[src/rtl/fp_cmp_arb.sv]
// fp_cmp_arb: round-robin arbiter sharing one floating-point comparator
// among NUM_REQ requesters, with a single-entry registered response.
package fp_cmp_arb_pkg;
   typedef enum logic [1:0] {FP32, FP64, FP16} fp_format_e;
   typedef struct packed {logic nv; logic dz; logic of; logic uf; logic nx;} status_t;
   function automatic int fp_width(fp_format_e f);
      return (f == FP64) ? 64 : (f == FP16) ? 16 : 32;
   endfunction
   function automatic int fp_exp(fp_format_e f);
      return (f == FP64) ? 11 : (f == FP16) ? 5 : 8;
   endfunction
endpackage

module fp_cmp
   import fp_cmp_arb_pkg::*;
#(
   parameter fp_format_e FP_FORMAT = FP32,
   localparam int W = fp_width(FP_FORMAT),
   localparam int E = fp_exp(FP_FORMAT)
) (
   input  logic         start_i,
   input  logic         eq_en_i,
   input  logic [W-1:0] a_i,
   input  logic [W-1:0] b_i,
   output logic         le_o,
   output logic         lt_o,
   output logic         eq_o,
   output status_t      flags_o
);
   localparam int M = W - 1 - E;
   logic a_nan, b_nan, a_snan, b_snan, any_nan, zero, lt_raw, eq_raw, nv;
   assign a_nan   = &a_i[W-2:M] & |a_i[M-1:0];
   assign b_nan   = &b_i[W-2:M] & |b_i[M-1:0];
   assign a_snan  = a_nan & ~a_i[M-1];
   assign b_snan  = b_nan & ~b_i[M-1];
   assign any_nan = a_nan | b_nan;
   // +0 and -0 share a zero magnitude and must compare equal
   assign zero    = ~|{a_i[W-2:0], b_i[W-2:0]};
   assign eq_raw  = (a_i == b_i) | zero;
   assign lt_raw  = (a_i[W-1] != b_i[W-1]) ? a_i[W-1] & ~zero :
                    a_i[W-1] ? (b_i[W-2:0] < a_i[W-2:0]) : (a_i[W-2:0] < b_i[W-2:0]);
   assign eq_o    = start_i & ~any_nan & eq_raw;
   assign lt_o    = start_i & ~any_nan & lt_raw;
   assign le_o    = start_i & ~any_nan & (lt_raw | eq_raw);
   assign nv      = start_i & (eq_en_i ? (a_snan | b_snan) : any_nan);
   assign flags_o = status_t'({nv, 4'b0000});
endmodule

module fp_cmp_arb
   import fp_cmp_arb_pkg::*;
#(
   parameter fp_format_e FP_FORMAT = FP32,
   parameter int NUM_REQ = 2,
   localparam int FP_WIDTH = fp_width(FP_FORMAT),
   localparam int IDW = ($clog2(NUM_REQ) > 1) ? $clog2(NUM_REQ) : 1
) (
   input  logic                         clk_i,
   input  logic                         rst_i,
   input  logic [NUM_REQ-1:0]           req_valid_i,
   output logic [NUM_REQ-1:0]           req_ready_o,
   input  logic [NUM_REQ*FP_WIDTH-1:0]  req_a_i,
   input  logic [NUM_REQ*FP_WIDTH-1:0]  req_b_i,
   input  logic [NUM_REQ*2-1:0]         req_op_i,
   output logic                         resp_valid_o,
   input  logic                         resp_ready_i,
   output logic [IDW-1:0]               resp_id_o,
   output logic                         resp_result_o,
   output status_t                      resp_flags_o
);
   typedef enum logic {EMPTY, FULL} state_e;
   state_e state_q, state_d;
   logic [IDW-1:0] ptr_q, ptr_d, id_q, id_d, g;
   logic res_q, res_d, hit, can_accept, fire, le, lt, eq;
   logic [1:0] op_g;
   status_t flg_q, flg_d, flags;

   always_comb begin
      hit = 1'b0;
      g   = '0;
      for (int k = 0; k < NUM_REQ; k++)
         if (!hit && req_valid_i[(int'(ptr_q) + k) % NUM_REQ]) begin
            hit = 1'b1;
            g   = IDW'((int'(ptr_q) + k) % NUM_REQ);
         end
   end

   assign can_accept  = ~resp_valid_o | resp_ready_i;
   assign fire        = hit & can_accept & ~rst_i;
   assign req_ready_o = fire ? {{(NUM_REQ-1){1'b0}}, 1'b1} << g : '0;
   assign op_g        = req_op_i[int'(g)*2 +: 2];

   fp_cmp #(.FP_FORMAT(FP_FORMAT)) u_cmp (
      .start_i (fire),
      .eq_en_i (op_g == 2'b10),
      .a_i     (req_a_i[int'(g)*FP_WIDTH +: FP_WIDTH]),
      .b_i     (req_b_i[int'(g)*FP_WIDTH +: FP_WIDTH]),
      .le_o    (le),
      .lt_o    (lt),
      .eq_o    (eq),
      .flags_o (flags)
   );

   always_comb begin
      state_d = (fire | (resp_valid_o & ~resp_ready_i)) ? FULL : EMPTY;
      ptr_d   = fire ? IDW'((int'(g) + 1) % NUM_REQ) : ptr_q;
      id_d    = fire ? g : id_q;
      res_d   = ~fire ? res_q : (op_g == 2'b00) ? le : (op_g == 2'b01) ? lt : (op_g == 2'b10) ? eq : 1'b0;
      flg_d   = ~fire ? flg_q : (op_g == 2'b11) ? status_t'('0) : flags;
   end

   always_ff @(posedge clk_i or posedge rst_i) begin
      if (rst_i) begin
         state_q <= EMPTY;
         ptr_q   <= '0;
         id_q    <= '0;
         res_q   <= 1'b0;
         flg_q   <= '0;
      end else begin
         state_q <= state_d;
         ptr_q   <= ptr_d;
         id_q    <= id_d;
         res_q   <= res_d;
         flg_q   <= flg_d;
      end
   end

   assign resp_valid_o  = (state_q == FULL);
   assign resp_id_o     = id_q;
   assign resp_result_o = res_q;
   assign resp_flags_o  = flg_q;
endmodule

[config.mk]
export PLATFORM = sky130hd
export DESIGN_NAME = fp_cmp_arb
export DESIGN_NICKNAME = d
export VERILOG_FILES = /design/src/rtl/fp_cmp_arb.sv
export SDC_FILE = /design/constraint.sdc
export NUM_CORES = 1
export LEC_CHECK = 0
export BUFFER_PORTS_ARGS = -buffer_cell sky130_fd_sc_hd__buf_2
export CORE_ASPECT_RATIO = 0.5
export CORE_UTILIZATION = 41
export DETAILED_ROUTE_END_ITERATION = 12
export PLACE_DENSITY = 0.77
export SLEW_MARGIN = 20
export SYNTH_ARGS = -nofsm -noshare
export SYNTH_HDL_FRONTEND = slang
export SYNTH_SLANG_ARGS = --single-unit
[constraint.sdc]
create_clock -name clk_i -period 3 [get_ports clk_i]
set_input_delay 0.6 -clock clk_i [delete_from_list [all_inputs] [get_ports clk_i]]
set_output_delay 0.6 -clock clk_i [all_outputs]
set_load 0.03 [all_outputs]
Yosys cells after proc, flatten, opt, wreduce, memory -nomap -nowiden
Index checks and enable logic that the tools add are counted.
- register bits: 9
- input bits: 137
- add/subtract/negate cells: 2
- $lt $le $gt $ge: 4
- eq/ne operators: 5
- shift-type cells: 4
- mux-type cells: 18
- bitwise gates (word level): 26
- reduce and logical (&&, ||, !) cells: 9
- operator list (operator ; number):
    indexed part select 64 x 7 -> 32 bit ; 2
    < comparator 31 bit ; 2
    OR reduction 62 bit ; 1
    OR reduction 23 bit ; 2
    equality test 32 bit ; 1
    2-to-1 mux 1 bit ; 16
    AND reduction 8 bit ; 2
    bitwise AND 1 bit ; 13
    inverter 1 bit ; 6
    bitwise OR 1 bit ; 6
    2-to-1 mux 5 bit ; 1
    equality test 2 bit (second input constant) ; 2
    indexed part select 4 x 3 -> 2 bit ; 1
    < comparator 2 x 3 -> 1 bit (second input constant) ; 1
    adder 1 bit (second input constant) ; 2
    equality test 2 x 1 -> 1 bit (second input constant) ; 1
    logical NOT 1 bit ; 2
    logical NOT 2 bit ; 1
    < comparator 1 x 2 -> 1 bit (second input constant) ; 1
    2-to-1 mux 2 bit ; 1
    left shift 1 x 1 -> 2 bit (first input constant) ; 1
    bitwise AND 1 bit (first input constant) ; 1
    logical AND 1 bit ; 1
    != test 1 bit ; 1

Depth between registers and ports, before layout
- depth in word-level cells: 17
- depth in mapped cells: 16
- depth with buffers taken out: 13

Modules after synthesis
A second synthesis with hierarchy kept.
- cells, all modules: 429
- area total of the unflattened synthesis: 2432.3 sq um
- modules (own cells, without submodules) (module ; instances ; cells each ; area an instance (sq um) ; seq. area each (sq um)):
    fp_cmp_arb ; 1 ; 258 ; 1275.0 ; 225.2
    fp_cmp ; 1 ; 171 ; 1157.4 ; 0.0

Worst setup path before layout
Ideal clock, no wire load.
- path kind: input port to flip-flop
- start: in req_valid_i[0]
- end: reg res_q, in the netlist resp_result_o
- setup time: 0.077 ns
- arrival time: 3.414 ns
- required time: 2.923 ns
- setup slack: -0.491 ns
- stages: 15
- path through: and2b_1 -> nor2_8 -> buf_2 -> buf_1 -> clkbuf_1 -> nand2_1 -> nand2_1 -> ha_1 -> a21o_1 -> a21o_1 -> a221oi_1 -> o21ai_1 -> o21a_1 -> o32a_1 -> a21oi_1
- longest elaborated chain between the ends: 16
- elaborated cells on any way between the ends: 45
- those cells by class: order compare: 2; eq/ne: 4; shift: 3; mux: 14; bitwise: 13; reduce/logical: 9
- RTL lines (item ; line ; text):
    start, declared ; 59 ; input logic [NUM_REQ-1:0] req_valid_i,
    branches (longest 16 deep; another with < comparator 31 bit) ; -- ;
    end signal, assigned ; 122 ; res_q <= res_d;
    end, declared ; 73 ; logic res_q, res_d, hit, can_accept, fire, le, lt, eq;
Parallel ways; which one is timed is not known. The select of a mux whose other input is x is not followed.
A chain may end at the register's enable or synchronous reset.

Worst setup path in the final report
Same ends and word-level chain as after synthesis.

==> impl_metrics.ini <==
[min_path]
holdCritPathClass = in -> async

[drt]
drt_iter0_drc = 177
post_drt_wl_per_cell_um = 15.0
drc = 6
drt_wl_total_um = 8630
firstDrtPassIters = 9
dr_total_vias = 3264
routed_via_density = 5.67
ant_nets = 0

[sta]
finalCriticalPeriod_ps = 3030
finalClockSkew_ps = 1.03
rsz0062_at_grt = true
finalHoldViolCount = 0
timing.fmax_mhz = 330
setup_slack_ps = -30.6
tns_ps = -30.6
drv_slew = 0
post-route-period-util_pct = 101
hold_ws_ps = 280
setup_viol = 1

[clocking]
root_buffer = clkbuf_16
clkSinkCount = 5
clk_latency_ps = 230
cts_hold_buf = 0
clk_path_buf_depth = 2
cts-htree-levels = 1
cts_buffers = 3
clk_pin_slew_worst_paths_ps = 30
cts_tree = done

[die]
io_pins = 147
core_sq_um = 5660
die_width_um = 112
dieArea_sq_um = 6380
dieHeight_um = 57.0
start_util_pct = 43.8
row_count = 19

[placement]
dp.cells = 569
placed_area_sq_um = 3440
place_congestion = 0.995
dpl.hpwl_um = 7360
portBuffers = 142

[yosys]
synth_xor_area_share_pct = 4.60
synthAdderAreaFrac_pct = 13.2
synth_top_family_by_area = simple AND/OR/NAND/NOR gates
synth_area_leaders = ha_1, mux2i_1, nand2_1, nor4_1, dfrtp_1
yosys_warnings = 0
synth-seq-area-share_pct = 5.05
synth_top_flop_cell = dfrtp_1
yosys.cell_types.count = 66
async_reset_ff_share_pct = 100
postSynthCellCount = 342
synth_edf_count = 0
synth_simple_gate_area_share_pct = 37.2
ys_ff_latch = 5
synth_top_area_share_pct = 11.6
yosys.area.top_type = ha_1
syn_area_per_cell_sq_um = 7.24
synth_compound_area_share_pct = 17.3
syn_area_sq_um = 2480
muxShareOfSynthArea_pct = 15.3

[global_routing]
grt_pass1_vias = 3039
grt-ovfl-total = 0
track_usage_pct = 26.2
grt_max_degree = 23
grt_first_pass_wirelength_um = 13700
grt_antenna_before_repair = 0

[final_layout]
area_growth_pct = 46.9
mostFrequentLayoutCells = buf_2, nand2_1, nor4_1, buf_4, mux2i_1
nNetsFinal = 664
drive_above_1_share_pct = 42.7
final_cells = 576
layout_commonest_cell = buf_2
antenna_cells = 0
fin_area_sq_um = 3640

[setup_path]
rr_startpoint = ptr_q$_DFFE_PP0P_
critPathLaunchType = input port
rr_worst_depth = 12
arrival_ps = 3180
r2r_slack_ps = 30
crit_path_end_kind = flop
worstSetupPathType = in -> reg
r2r_end = resp_result_o$_DFFE_PP0P_
crit_fanout = 8
critPathRequiredTime_ps = 3150

[status]
outcome = finished with violations
violations = DRC, setup timing

[pwr]
peakVddDrop_mv = 0.231
power_density_nw_per_um2 = 275
cellLeakagePower_uw = 0.00183

[run]
cap_violations = 0
==> per-layer routing <==
metal	global-route usage [%]	share of wire [%]	vias to the layer above
met5	0	0	-
met4	5.33	0.80	0
met3	3.72	6.4	8
met2	44.8	48	134
met1	35.6	45	1509
li1	-	-	1613
==> power breakdown <==
| group | leakage [uW] | internal, uW | switching, uW |
|---|---|---|---|
| Combinational | 0.00172 | 329 | 366 |
| Clock | 0.0000409 | 174 | 47.3 |
| Sequential | 0.0000613 | 79.3 | 6.10 |
==> Yosys cell counts (2+ instances only) <==
cell / instances
o22ai_1: 2
nand2_1: 58
clkbuf_1: 7
dfrtp_1: 5
o21ai_0: 12
nor3_1: 6
mux2i_1: 22
xnor2_1: 7
nor3b_1: 2
xor2_1: 6
a22oi_1: 4
a311oi_1: 2
nor4_1: 27
mux2_2: 7
o311ai_0: 2
o21a_1: 2
nor2b_1: 4
nor2_1: 10
a21oi_1: 12
ha_1: 23
and2_1: 9
maj3_1: 4
nand4_1: 8
a21o_1: 6
o21ai_1: 7
nand3_1: 16
buf_4: 5
or4_1: 3
nand3b_1: 2
nand2b_1: 4
buf_6: 3
mux2_1: 2
nand4b_1: 3
inv_1: 14
a221oi_1: 2
mux2i_2: 3
a21boi_1: 2
==> flip-flops by register name (all words and copies together), names as in the netlist <==
name	count
resp_id_o	1
ptr_q	1
resp_flags_o	1
resp_valid_o	1
resp_result_o	1
==> final cells by class <==
type | count | area [sq um]
clock buffers | 3 | 75.1
clock inverters | 1 | 5.00
fillers | 492 | 2020
inverters | 14 | 52.6
multi-input cells | 308 | 2310
flip-flops and latches | 5 | 125
well taps | 73 | 91.3
repair buffers | 172 | 983
==> worst max-delay path, cell delays in order <==
cell and delay, ps:
buf_8 100, and2b_2 230, nor2_8 210, mux2_2 380, ha_1 300, nand4_1 160, nor2_2 70, buf_4 130
buf_4 130, a2111oi_4 290, o21ai_2 120, o32a_1 340, a21oi_1 140
==> stage by stage <==
stage	util [%]	setup WS (ps)	total power, uW
global route	64.3	-151	1080
finish	64.3	-30.6	1000
global placement	60.8	-194	728
detailed placement	60.8	-266	735
floorplan	-	-34.1	497
CTS	62.4	21.5	964
==> repair_timing <==
item                                   CTS  global route
setup endpoints to repair                1             1
pin swaps                                4            10
endpoints found under the hold margin    0             0
buffers inserted                         1             3
gates resized for setup                  0            20
==> cell families after synthesis <==
logic type,Yosys count
other,1
XOR/XNOR,13
AND/OR/NAND/NOR,165
multiplexers,35
adder cells (fa/ha/maj),27
flip-flops,5
AO/OA/AOI/OAI,64
buffers and inverters,32
==> worst max-delay path by stage <==
stage	startpoint	end	slack, ps	depth (start not counted)
global placement	req_valid_i[0]	resp_result_o$_DFFE_PP0P_	-190	11
finish	req_valid_i[0]	resp_result_o$_DFFE_PP0P_	-30	13
floorplan	req_valid_i[0]	resp_result_o$_DFFE_PP0P_	-30	15
global route	req_valid_i[0]	resp_result_o$_DFFE_PP0P_	-150	13
detailed placement	req_valid_i[0]	resp_result_o$_DFFE_PP0P_	-270	13
CTS	req_valid_i[0]	resp_result_o$_DFFE_PP0P_	20	11
No activity file was read; power rests on OpenSTA's default activity.
